**config.mk**
```make
export PLATFORM = sky130hd
export DESIGN_NAME = cache_mem_arbiter_flat
export DESIGN_NICKNAME = d
export VERILOG_FILES = /design/src/rtl/cpu_types_pkg.sv /design/src/rtl/diaosi_types_pkg.sv /design/src/rtl/cache_mem_arbiter_if.sv /design/src/rtl/cache_mem_arbiter.sv /design/src/flat_wrapper.sv
export SDC_FILE = /design/constraint.sdc
export NUM_CORES = 1
export LEC_CHECK = 0
export ABC_AREA = 1
export BUFFER_PORTS_ARGS = -buffer_cell sky130_fd_sc_hd__buf_2
export CELL_PAD_IN_SITES_DETAIL_PLACEMENT = 0
export CELL_PAD_IN_SITES_GLOBAL_PLACEMENT = 1
export CORE_ASPECT_RATIO = 1.5
export CORE_UTILIZATION = 14
export CTS_BUF_LIST = sky130_fd_sc_hd__clkbuf_16
export CTS_CLUSTER_SIZE = 10
export DETAILED_ROUTE_END_ITERATION = 8
export GPL_ROUTABILITY_DRIVEN = 0
export PLACE_DENSITY_LB_ADDON = 0.25
export RECOVER_POWER = 50
export SLEW_MARGIN = 20
export SYNTH_ARGS = -nofsm -noshare
export SYNTH_HDL_FRONTEND = slang
export SYNTH_SLANG_ARGS = --single-unit
```
**constraint.sdc**
```tcl
create_clock -name CLK -period 1.25 [get_ports CLK]
set_input_delay 0 -clock CLK [delete_from_list [all_inputs] [get_ports CLK]]
set_output_delay 0 -clock CLK [all_outputs]
set_load 0.1 [all_outputs]
```
**src/rtl/cpu_types_pkg.sv**
```systemverilog
// Basic CPU-wide data types shared by the cache and memory blocks.
package cpu_types_pkg;
  typedef logic [31:0] word_t;
endpackage

```
**src/rtl/diaosi_types_pkg.sv**
```systemverilog
// Shared types for the memory arbiter: FSM states, RAM status codes and the default burst limit.
package diaosi_types_pkg;
  typedef enum logic [1:0] {
    ARB_IDLE = 2'd0,
    ARB_D    = 2'd1,
    ARB_I    = 2'd2
  } arb_state_t;

  typedef enum logic [1:0] {
    FREE   = 2'd0,
    BUSY   = 2'd1,
    ACCESS = 2'd2,
    ERROR  = 2'd3
  } ramstate_t;

  localparam int DEF_MAX_DBURST = 4;
endpackage

```
**src/rtl/cache_mem_arbiter_if.sv**
```systemverilog
// Cache-to-memory bus: dcache and icache request channels plus the single-port RAM channel.
interface cache_mem_arbiter_if;
  import cpu_types_pkg::*;
  import diaosi_types_pkg::*;

  // Handshake: a cache holds its REN/WEN, address and data stable until its
  // wait is 0 for one cycle; that cycle is the transfer, and load is valid only then.
  logic      dREN;
  logic      dWEN;
  word_t     daddr;
  word_t     dstore;
  logic      dwait;
  word_t     dload;
  logic      iREN;
  word_t     iaddr;
  logic      iwait;
  word_t     iload;
  logic      ramREN;
  logic      ramWEN;
  word_t     ramaddr;
  word_t     ramstore;
  word_t     ramload;
  ramstate_t ramstate;

  modport slave (
    input  dREN, dWEN, daddr, dstore, iREN, iaddr, ramload, ramstate,
    output dwait, dload, iwait, iload, ramREN, ramWEN, ramaddr, ramstore
  );

  modport master (
    output dREN, dWEN, daddr, dstore, iREN, iaddr, ramload, ramstate,
    input  dwait, dload, iwait, iload, ramREN, ramWEN, ramaddr, ramstore
  );
endinterface

```
**src/rtl/cache_mem_arbiter.sv**
```systemverilog
// Arbitrates dcache/icache word requests onto one RAM port, dcache first with bounded icache starvation.
// Optional grant counters are enabled with the ARB_STATS_EN macro.
module cache_mem_arbiter
  import cpu_types_pkg::*;
  import diaosi_types_pkg::*;
#(
  parameter int MAX_DBURST = DEF_MAX_DBURST
) (
  input  logic                CLK,
  input  logic                nRST,
  cache_mem_arbiter_if.slave  bus,
  output logic                ram_err,
`ifdef ARB_STATS_EN
  output word_t               dgrant_cnt,
  output word_t               igrant_cnt,
`endif
  output arb_state_t          dbg_state
);

  localparam int BW = $clog2(MAX_DBURST + 1);
  localparam logic [BW-1:0] BURST_MAX = BW'(MAX_DBURST);

  arb_state_t    state, next_state;
  logic [BW-1:0] burst;
  logic          d_done, i_done, grant_active;

  assign dbg_state = state;

  always_comb begin
    next_state   = state;
    d_done       = 1'b0;
    i_done       = 1'b0;
    grant_active = 1'b0;
    bus.ramREN   = 1'b0;
    bus.ramWEN   = 1'b0;
    bus.ramaddr  = '0;
    bus.ramstore = '0;
    bus.dwait    = 1'b1;
    bus.dload    = '0;
    bus.iwait    = 1'b1;
    bus.iload    = '0;
    case (state)
      ARB_IDLE: begin
        if ((bus.dREN || bus.dWEN) && !(bus.iREN && burst == BURST_MAX))
          next_state = ARB_D;
        else if (bus.iREN)
          next_state = ARB_I;
      end
      ARB_D: begin
        if (bus.dREN || bus.dWEN) begin
          grant_active = 1'b1;
          bus.ramaddr  = bus.daddr;
          // A write takes precedence over a simultaneous read.
          if (bus.dWEN) begin
            bus.ramWEN   = 1'b1;
            bus.ramstore = bus.dstore;
          end else begin
            bus.ramREN   = 1'b1;
          end
          if (bus.ramstate == ACCESS) begin
            bus.dwait  = 1'b0;
            bus.dload  = bus.dWEN ? '0 : bus.ramload;
            d_done     = 1'b1;
            next_state = ARB_IDLE;
          end
        end else begin
          next_state = ARB_IDLE;
        end
      end
      ARB_I: begin
        if (bus.iREN) begin
          grant_active = 1'b1;
          bus.ramREN   = 1'b1;
          bus.ramaddr  = bus.iaddr;
          if (bus.ramstate == ACCESS) begin
            bus.iwait  = 1'b0;
            bus.iload  = bus.ramload;
            i_done     = 1'b1;
            next_state = ARB_IDLE;
          end
        end else begin
          next_state = ARB_IDLE;
        end
      end
      default: next_state = ARB_IDLE;
    endcase
  end

  always_ff @(posedge CLK or negedge nRST) begin
    if (!nRST) begin
      state   <= ARB_IDLE;
      burst   <= '0;
      ram_err <= 1'b0;
    end else begin
      state <= next_state;
      // Burst counts dcache words completed while icache is waiting; saturates at the limit.
      if (d_done) begin
        if (!bus.iREN)
          burst <= '0;
        else if (burst != BURST_MAX)
          burst <= burst + 1'b1;
      end else if (i_done) begin
        burst <= '0;
      end
      if (grant_active && bus.ramstate == ERROR)
        ram_err <= 1'b1;
    end
  end

`ifdef ARB_STATS_EN
  always_ff @(posedge CLK or negedge nRST) begin
    if (!nRST) begin
      dgrant_cnt <= '0;
      igrant_cnt <= '0;
    end else begin
      if (d_done) dgrant_cnt <= dgrant_cnt + 32'd1;
      if (i_done) igrant_cnt <= igrant_cnt + 32'd1;
    end
  end
`endif

endmodule

```
**src/flat_wrapper.sv**
```systemverilog
// flat-port wrapper written by rule: the top's interface ports become plain ports
module cache_mem_arbiter_flat import cpu_types_pkg::*; import diaosi_types_pkg::*;
#(
  parameter int MAX_DBURST = DEF_MAX_DBURST
)
  (CLK, nRST, ram_err, dbg_state, bus_dREN, bus_dWEN, bus_daddr, bus_dstore, bus_iREN, bus_iaddr, bus_ramload, bus_ramstate, bus_dwait, bus_dload, bus_iwait, bus_iload, bus_ramREN, bus_ramWEN, bus_ramaddr, bus_ramstore);
  cache_mem_arbiter_if bus_i ();
  input  logic CLK;
  input  logic nRST;
  output logic ram_err;
  output arb_state_t dbg_state;
  input wire logic [$bits(bus_i.dREN)-1:0] bus_dREN;
  input wire logic [$bits(bus_i.dWEN)-1:0] bus_dWEN;
  input wire logic [$bits(bus_i.daddr)-1:0] bus_daddr;
  input wire logic [$bits(bus_i.dstore)-1:0] bus_dstore;
  input wire logic [$bits(bus_i.iREN)-1:0] bus_iREN;
  input wire logic [$bits(bus_i.iaddr)-1:0] bus_iaddr;
  input wire logic [$bits(bus_i.ramload)-1:0] bus_ramload;
  input wire logic [$bits(bus_i.ramstate)-1:0] bus_ramstate;
  output wire logic [$bits(bus_i.dwait)-1:0] bus_dwait;
  output wire logic [$bits(bus_i.dload)-1:0] bus_dload;
  output wire logic [$bits(bus_i.iwait)-1:0] bus_iwait;
  output wire logic [$bits(bus_i.iload)-1:0] bus_iload;
  output wire logic [$bits(bus_i.ramREN)-1:0] bus_ramREN;
  output wire logic [$bits(bus_i.ramWEN)-1:0] bus_ramWEN;
  output wire logic [$bits(bus_i.ramaddr)-1:0] bus_ramaddr;
  output wire logic [$bits(bus_i.ramstore)-1:0] bus_ramstore;
  assign bus_i.dREN = bus_dREN;
  assign bus_i.dWEN = bus_dWEN;
  assign bus_i.daddr = bus_daddr;
  assign bus_i.dstore = bus_dstore;
  assign bus_i.iREN = bus_iREN;
  assign bus_i.iaddr = bus_iaddr;
  assign bus_i.ramload = bus_ramload;
  assign bus_i.ramstate = bus_ramstate;
  assign bus_dwait = bus_i.dwait;
  assign bus_dload = bus_i.dload;
  assign bus_iwait = bus_i.iwait;
  assign bus_iload = bus_i.iload;
  assign bus_ramREN = bus_i.ramREN;
  assign bus_ramWEN = bus_i.ramWEN;
  assign bus_ramaddr = bus_i.ramaddr;
  assign bus_ramstore = bus_i.ramstore;
  cache_mem_arbiter #(.MAX_DBURST(MAX_DBURST)) u_core (.CLK(CLK), .nRST(nRST), .bus(bus_i), .ram_err(ram_err), .dbg_state(dbg_state));
endmodule
```
==> out/metrics.yaml <==
floorplanning:
  die_w_um: 93.1
  rows: 49
  initial_core_util: 0.144
  ios: 270
  die_height_um: 139
  dieArea_um2: 12900
  core_region_area_um2: 12100
route:
  firstDrtPassIters: 3
  postRouteWirelength_um: 11800
  drcViolationCount: 0
  final_antenna_net_count: 0
  viasPerCell: 4.17
  num_vias: 3379
  wire_per_inst_um: 14.6
  initialDrtViolationCount: 30
worst_setup_path:
  start_kind: "flop"
  cp_max_fo: 6
  critical_path_arrival_ns: 1.78
  startpoint: "u_core.dbg_state[1]"
  crit_path_end_kind: "primary output"
  r2r_start: "u_core.dbg_state[1]"
  required_ns: 1.25
  r2r_setup_slack_ns: -0.37
  critPathKind: "reg2out"
synthesis:
  synth_nets: 498
  ys.flop_type: "dfrtp_1"
  synth.distinct_cells: 22
  synth_area_leaders: "nand2_1 20%, inv_1 17%, nor2_1 15%"
  synth_top_cell_area_share: 0.198
  synth_warnings: 0
  syn_area_um2: 1740
  synth_cells: 357
  synth-seq-area-share: 0.0861
  synthTopCellsByCount: "92 x nand2_1, 78 x inv_1, 71 x nor2_1"
  avgSynthCellArea_um2: 4.88
  synth_edf_count: 0
  yosys.area.top_type: "nand2_1"
  async_reset_ff_frac: 1.00
  ys_ff_latch: 6
  yosysMostFrequentCell: "nand2_1"
cts:
  cts.clk_slew.worst_paths_ns: 0.04
  htree_levels: 1
  cts_sinks: 6
  cts_tree: "done"
  root_buffer: "clkbuf_16"
  cts_buffers: 3
  clock_path_buffers: 2
  clock_latency_ns: 0.23
timing:
  fmax_mhz: 563
  final-hold-violation-count: 0
  setup_viol: 138
  tightest_slew_ns: 0.588
  final.setup.worst_slack_ns: -0.527
  slew-limit-headroom: 0.604
  skew_ns: 0.00514
  maxSlewViolCount: 0
  rsz0062_at_grt: "yes"
  min_period_over_period: 1.42
  fin_crit_ns: 1.78
layout:
  fin_util: 0.617
  layout-drive-gt1-share: 0.767
  syn_to_final_growth_pct: 328
  fin_nets: 799
  final_area_um2: 7460
power_and_ir_drop:
  powerDensity_nw_per_um2: 1650
  p_leak_nw: 3.33
  ir_drop_v: 0.00103
place:
  place.detailed.hpwl_um: 9890
  postPlaceCellArea_um2: 6900
  placement.io_buffers: 269
global_route:
  overflow: 0
  grt_max_degree: 33
  grt_usage: 0.182
  antenna_found_initial: 1
  grt_pass1_wl_um: 18500
  grt_pass1_vias: 3598
hold_path:
  hold_start: "bus_ramstate[1]"
  hold_class: "in2reg"
status:
  violations: "setup timing"
  status: "finished, violations left"
run:
  cap_violations: 0
[registers in the layout (all words and copies together), names as in the netlist]
signal	count
u_core.burst	3
u_core.dbg_state	2
u_core.ram_err	1
[kinds of logic after synthesis]
group | after synthesis | share of synthesized area
buffers and inverters | 101 | 0.266
AO/OA/AOI/OAI | 34 | 0.0976
AND/OR/NAND/NOR | 210 | 0.508
adder cells (fa/ha/maj) | 6 | 0.0431
flip-flops | 6 | 0.0861
[layout by cell type (no fill, tap or decap), drive strengths merged, types with 6 or more instances in the layout]
cell / instances
buf: 312
nand2: 94
inv: 79
nor2: 73
a21oi: 33
nor3: 32
nand3: 9
clkbuf: 6
dfrtp: 6
ha: 6
[final cells by class]
cell class	count	area, µm²
Clock buffer	3	75.1
Tap cell	153	191
Sequential cell	6	158
Clock inverter	1	3.75
Multi-Input combinational cell	250	2620
Inverter	80	327
Fill cell	955	4620
Antenna cell	1	2.50
Timing Repair Buffer	317	4080
[worst max-delay path: stages (launching register included)]
cell and delay [ns]:
dfrtp_4 0.48, inv_4 0.07, ha_4 0.14, inv_4 0.04, nor2_4 0.09, buf_12 0.14
clkbuf_16 0.17, nand2_4 0.05, a21oi_4 0.16, buf_12 0.19
[stage by stage]
stage	TNS [ns]	setup WS, ns	cells	power (W)	hold slack, ns
final	-61.37	-0.527	811	0.0123	0.0926
after floorplan	-92.14	-0.892	357	0.00754	-0.296
after detailed placement	-31.63	-0.328	790	0.0109	-0.162
after global placement	-29.23	-0.317	790	0.0108	-0.168
after CTS	-64.62	-0.552	805	0.0120	0.105
after global routing	-70.81	-0.601	811	0.0127	0.125
[path summary, 6_finish.rpt]
path	to	cells after the start
hold / removal	u_core.ram_err	3
max in group asynchronous	u_core.dbg_state[1]	2
min in group asynchronous	u_core.burst[2]	2
setup reg to reg	u_core.burst[2]	10
setup / recovery	bus_ramaddr[4]	9
hold reg to reg	u_core.ram_err	2
[power by group]
part	total [W]	switching, W	internal [W]
clock network	0.000531	0.000116	0.000415
logic	0.0115	0.00731	0.00416
registers	0.000295	0.0000490	0.000246
total	0.0123	0.00747	0.00482
[repair_timing]
action                                  4_1_cts  5_1_grt
buffers inserted                              6        3
gates resized for setup                      39       17
hold endpoints to repair                      6        0
hold buffers                                  1        0
gates cloned                                  4        2
pin swaps                                     3       15
endpoints found under the setup margin      138      138
[routing by layer]
metal  wire, µm  track usage
met1       3650        0.169
met5          0            0
met3        906       0.0411
met4        298       0.0543
met2       6980        0.375
Power figures use the tool's default switching activity.
